==> config.mk <==
export PLATFORM = sky130hd
export DESIGN_NAME = pulse_stretcher
export DESIGN_NICKNAME = d
export VERILOG_FILES = /design/src/rtl/pulse_stretcher_pkg.sv /design/src/rtl/pulse_stretcher_sat_cnt.sv /design/src/rtl/pulse_stretcher.sv
export SDC_FILE = /design/constraint.sdc
export NUM_CORES = 1
export LEC_CHECK = 0
export ABC_AREA = 1
export CAP_MARGIN = 30
export CORE_MARGIN = 2
export CORE_UTILIZATION = 45
export CTS_CLUSTER_DIAMETER = 60
export DETAILED_ROUTE_END_ITERATION = 16
export PLACE_DENSITY = 0.73
export SETUP_SLACK_MARGIN = 0.15
export SYNTH_ARGS = -nofsm -noshare
export SYNTH_HDL_FRONTEND = slang
export SYNTH_SLANG_ARGS = --single-unit
==> constraint.sdc <==
create_clock -name clk -period 2.8 [get_ports clk]
set_clock_uncertainty 0.2 [all_clocks]
set_input_delay 0.42 -clock clk [delete_from_list [all_inputs] [get_ports clk]]
set_output_delay 0.42 -clock clk [all_outputs]
set_load 0.02 [all_outputs]
==> src/rtl/pulse_stretcher_pkg.sv <==
// Shared state encoding and width helper for the pulse stretcher.
package pulse_stretcher_pkg;

  typedef enum logic [1:0] {
    ST_IDLE = 2'b00,
    ST_HIGH = 2'b01,
    ST_LOW  = 2'b10
  } state_e;

  // Phase counter must hold the larger of the two phase lengths.
  function automatic int phase_cnt_w(input int high_cycles, input int low_cycles);
    return $clog2(((high_cycles > low_cycles) ? high_cycles : low_cycles) + 1);
  endfunction

endpackage

==> src/rtl/pulse_stretcher_sat_cnt.sv <==
// Saturating up/down counter for queued strobes; an increment at full is
// dropped and reported by a one-cycle registered overflow strobe.
module sat_updown_counter #(
  parameter int W = 3
) (
  input  logic         clk,
  input  logic         rst,
  input  logic         i_inc,
  input  logic         i_dec,
  output logic [W-1:0] o_count,
  output logic         o_overflow
);

  localparam logic [W-1:0] ONE = W'(1);

  logic [W-1:0] r_count;
  logic         r_overflow;
  logic         w_full;

  assign w_full = &r_count;

  always_ff @(posedge clk) begin
    if (!rst) begin
      r_count    <= '0;
      r_overflow <= 1'b0;
    end else begin
      r_overflow <= 1'b0;
      // Simultaneous inc and dec cancel, so a full queue can still accept.
      if (i_inc && !i_dec) begin
        if (w_full) r_overflow <= 1'b1;
        else        r_count    <= r_count + ONE;
      end else if (i_dec && !i_inc && (r_count != '0)) begin
        r_count <= r_count - ONE;
      end
    end
  end

  assign o_count    = r_count;
  assign o_overflow = r_overflow;

endmodule

==> src/rtl/pulse_stretcher.sv <==
// Stretches single-cycle strobes into HIGH_CYCLES-wide pulses separated by at
// least LOW_CYCLES low cycles; strobes arriving mid-pulse are queued and replayed.
module pulse_stretcher
  import pulse_stretcher_pkg::*;
#(
  parameter int HIGH_CYCLES = 4,
  parameter int LOW_CYCLES  = 2,
  parameter int PEND_W      = 3
) (
  input  logic              clk,
  input  logic              rst,
  input  logic              pulse_in,
  output logic              level_out,
  output logic              busy,
  output logic [PEND_W-1:0] pending,
  output logic              overflow
);

  localparam int CW = phase_cnt_w(HIGH_CYCLES, LOW_CYCLES);
  localparam logic [CW-1:0] HIGH_LD = CW'(HIGH_CYCLES);
  localparam logic [CW-1:0] LOW_LD  = CW'(LOW_CYCLES);
  localparam logic [CW-1:0] CNT_ONE = CW'(1);

  state_e            r_state, w_state_nxt;
  logic [CW-1:0]     r_cnt, w_cnt_nxt;
  logic              r_level, r_busy;
  logic              w_last, w_have_pend, w_inc, w_dec;
  logic [PEND_W-1:0] w_pending;
  logic              w_overflow;

  assign w_last      = (r_cnt == CNT_ONE);
  assign w_have_pend = |w_pending;

  always_comb begin
    w_state_nxt = r_state;
    w_cnt_nxt   = r_cnt;
    w_inc       = 1'b0;
    w_dec       = 1'b0;
    case (r_state)
      ST_IDLE: begin
        if (pulse_in) begin
          w_state_nxt = ST_HIGH;
          w_cnt_nxt   = HIGH_LD;
        end
      end
      ST_HIGH: begin
        w_inc = pulse_in;
        if (w_last) begin
          w_state_nxt = ST_LOW;
          w_cnt_nxt   = LOW_LD;
        end else begin
          w_cnt_nxt = r_cnt - CNT_ONE;
        end
      end
      ST_LOW: begin
        if (w_last) begin
          // Queued strobes restart first; a fresh strobe then takes its place.
          if (pulse_in || w_have_pend) begin
            w_state_nxt = ST_HIGH;
            w_cnt_nxt   = HIGH_LD;
            w_dec       = w_have_pend;
            w_inc       = pulse_in && w_have_pend;
          end else begin
            w_state_nxt = ST_IDLE;
            w_cnt_nxt   = '0;
          end
        end else begin
          w_inc     = pulse_in;
          w_cnt_nxt = r_cnt - CNT_ONE;
        end
      end
      default: begin
        w_state_nxt = ST_IDLE;
        w_cnt_nxt   = '0;
      end
    endcase
  end

  always_ff @(posedge clk) begin
    if (!rst) begin
      r_state <= ST_IDLE;
      r_cnt   <= '0;
      r_level <= 1'b0;
      r_busy  <= 1'b0;
    end else begin
      r_state <= w_state_nxt;
      r_cnt   <= w_cnt_nxt;
      r_level <= (w_state_nxt == ST_HIGH);
      r_busy  <= (w_state_nxt != ST_IDLE);
    end
  end

  sat_updown_counter #(
    .W(PEND_W)
  ) u_pend (
    .clk        (clk),
    .rst        (rst),
    .i_inc      (w_inc),
    .i_dec      (w_dec),
    .o_count    (w_pending),
    .o_overflow (w_overflow)
  );

  assign level_out = r_level;
  assign busy      = r_busy;
  assign pending   = w_pending;
  assign overflow  = w_overflow;

endmodule
==> flow_metrics.py <==
metrics = {
    "route": {
        "vias": 634,
        "wl_per_cell_um": 10.2,
        "totalWireLength_um": 1310,
        "drtAntennaViolNets": 0,
        "first_iter_violations": 10,
        "drt-pass1-iter-count": 4,
        "remaining_drc_errors": 0,
        "viasPerCell": 4.95,
    },
    "synthesis": {
        "syn_nets": 110,
        "synthAdderAreaFrac_pct": 12.1,
        "synth_largest_area_cell": "dfxtp_1",
        "ys.warnings.count": 0,
        "synth_edf_count": 0,
        "yosysUniqueCellTypes": 25,
        "netlist.area_leader.share_pct": 30.5,
        "ys_seq_elements": 11,
        "synthTopCellsByArea": "dfxtp_1 31%, ha_1 12%, nand2_1 7.8%",
        "yosys-mux-area-fraction_pct": 0,
        "synth_top_family_by_area": "simple AND/OR/NAND/NOR gates",
        "yosys.area_share.simple_pct": 33.6,
        "syn_area_um2": 722,
        "synthArstFlopShare_pct": 0,
        "synth_compound_area_share_pct": 13.7,
        "synth.avg_cell_area_um2": 7.22,
        "synthCells": 100,
        "synthFlopType": "dfxtp_1",
        "synth_xor_area_share_pct": 1.21,
        "yosysSeqAreaShare_pct": 30.5,
    },
    "placed_design": {
        "post-place-cells": 124,
        "io_buffers": 8,
        "pre_cts_ws_ns": 0.201,
        "dp_hpwl_um": 1030,
        "gp_congestion": 0.864,
    },
    "hold_path": {
        "holdCritPathClass": "reg -> reg",
    },
    "final_layout": {
        "mostFrequentLayoutCells": "15 x nand2_1, 13 x inv_1, 11 x nor2_1, 11 x dfxtp_1, 8 x clkdlybuf4s50_1",
        "drive_gt1_share_pct": 17.9,
        "final_common_cell": "nand2_1",
        "fillCellCount": 153,
        "area.growth.synth_to_final_pct": 17.5,
        "fin_cells": 128,
        "antennaDiodeCount": 0,
        "nets": 123,
    },
    "run_status": {
        "status": "completed",
    },
    "timing": {
        "grt_setup_unrepaired": "no",
        "max_freq_mhz": 419,
        "fin_ws_ns": 0.413,
        "slew_headroom_pct": 80.3,
        "maxSlewViolCount": 0,
        "worst_pin_slew_ns": 0.290,
        "fin_crit_ns": 2.39,
        "tns_ns": 0,
        "setup_viol": 0,
        "period_share_pct": 85.2,
        "finalHoldViolCount": 0,
    },
    "floorplan": {
        "dieWidth_um": 44.1,
        "fp.dieH_um": 44.1,
        "core_area_um2": 1510,
        "dieArea_um2": 1940,
        "initial_utilization_pct": 47.9,
        "ioPinCount": 9,
        "floorplan.rows": 14,
    },
    "power_and_ir_drop": {
        "leakagePower_nw": 0.359,
        "power_density_nw_per_um2": 452,
        "pwr-share-comb_pct": 25.9,
        "p_sw_share_pct": 31.4,
        "pwr-share-clk_pct": 27.9,
        "irDropWorstVdd_mv": 0.408,
        "internal_power_w": 0.000263,
        "seq_power_share_pct": 46.2,
        "p_sw_w": 0.000120,
    },
    "critical_path": {
        "crit_required_ns": 2.80,
        "r2r_setup_slack_ns": 0.41,
        "reg2reg_from": "r_state[0]",
        "crit_path_start_kind": "flip-flop",
        "r2r_cells": 13,
        "r2r_end": "u_pend.o_count[2]",
        "cp_cell_sequence": "inv_1 > ha_1 > nand2_1 > a21oi_4 > nand3_2 > xor2_1 > ha_1 > or2_2 > nand2_2 > nand2_2 > nor2_2 > nor2_1 > nor2_1",
        "critPathKind": "reg -> reg",
        "endpoint": "u_pend.o_count[2]",
        "critical_path_arrival_ns": 2.39,
        "cpMaxStageDelayCell": "dfxtp_1",
        "endpoint_kind": "flip-flop",
        "startpoint": "r_state[0]",
        "worst-path-max-fanout": 4,
        "max_stage_delay_ns": 0.38,
    },
    "global_routing": {
        "antenna_found_initial": 0,
        "grt_pass1_wl_um": 2330,
        "grt_max_degree": 9,
        "overflow": 0,
        "grt_pass1_vias": 596,
        "grt_usage_pct": 16.0,
    },
    "cts": {
        "worst_skew_pair.late_latency_ns": 0.26,
        "htreeDepth": 1,
        "clock_sinks": 11,
        "cts_tree": "built",
        "ctsHoldBuffers": 0,
        "clk_pin_slew_ns": 0.07,
        "cts_buffers": 3,
        "cts_setup_buffers": 0,
        "postCtsResizedCells": 0,
        "cts-root-buf": "clkbuf_4",
        "cts_buffer_depth": 2,
    },
    "job": {
        "cap_violations": 0,
    },
}
flip-flops by register name, indices dropped and copies added, names as in the netlist:
| name | count |
|---|---|
| r_state | 2 |
| r_cnt | 3 |
| u_pend.o_overflow | 1 |
| u_pend.o_count | 3 |
| busy | 1 |
| level_out | 1 |
stage by stage:
stage               cell area [um^2]  util, %  hold WS (ns)  power, W
floorplan                        722        -         0.244  0.000252
detailed placement               822     54.6         0.256  0.000280
CTS                              848     56.3         0.267  0.000388
global placement                 822     54.6         0.256  0.000278
global route                     848     56.3         0.313  0.000409
finish                           848     56.3         0.264  0.000383
how the worst min path moves through the flow:
| stage | start | endpoint | cells after the start | slack [ns] |
|---|---|---|---|---|
| floorplan | r_cnt[1] | r_cnt[1] | 2 | 0.24 |
| global placement | r_cnt[1] | r_cnt[1] | 2 | 0.26 |
| detailed placement | r_cnt[1] | r_cnt[1] | 2 | 0.26 |
| CTS | r_cnt[1] | r_cnt[1] | 2 | 0.27 |
| global route | r_cnt[1] | r_cnt[1] | 2 | 0.31 |
| finish | r_cnt[1] | r_cnt[1] | 2 | 0.26 |
Yosys cell counts (2+ instances only):
library cell   n
a21oi_1        4
dfxtp_1       11
ha_1           7
inv_1         13
inv_2          4
nand2_1       15
nand2_2        5
nand3_1        6
nand4_1        3
nor2_1        11
nor2_2         4
o21ai_0        3
o21ai_1        2
layer usage:
layer | GRT usage [%] | part of all wire, % | vias up
met2 | 25.0 | 42 | 4
li1 | - | - | 348
met1 | 20.9 | 53 | 280
met5 | 0 | 0 | -
met4 | 9.09 | 1.3 | 0
met3 | 2.45 | 3.3 | 2
cells by family (layout without fill, tap and decap cells):
kind of cell / count (synthesis) / in the layout
xor+xnor: 1 / 1
compound gates: 15 / 15
simple gates: 49 / 49
buf+inv: 17 / 29
fa+ha+maj: 7 / 7
flops: 11 / 11
cell type report:
class,instances,area [um^2],share of cell area [%]
inverters,17,63.8,7.52
multi-input cells,72,438,51.6
repair buffers,8,80.1,9.44
well taps,16,20.0,2.36
flip-flops and latches,11,220,26.0
clock buffers,4,26.3,3.10
worst max-delay path: cells and delay by family, from the launching register on:
kind / cells / cell delay [ns]
and+or+nand+nor: 8 / 0.85
adders and majority gates: 2 / 0.48
DFF: 1 / 0.38
AOI/OAI and AO/OA: 1 / 0.16
xor gates and xnor gates: 1 / 0.16
buffers and inverters: 1 / 0.10
power groups by stage:
stage                     Combinational, W  Sequential (W)  Clock, W
final                            0.0000994        0.000177  0.000107
after global routing              0.000113        0.000179  0.000117
after CTS                         0.000100        0.000177  0.000111
after detailed placement         0.0000996        0.000181         0
after global placement           0.0000974        0.000181         0
after floorplan                  0.0000663        0.000186         0
Power figures use the tool's default switching activity.
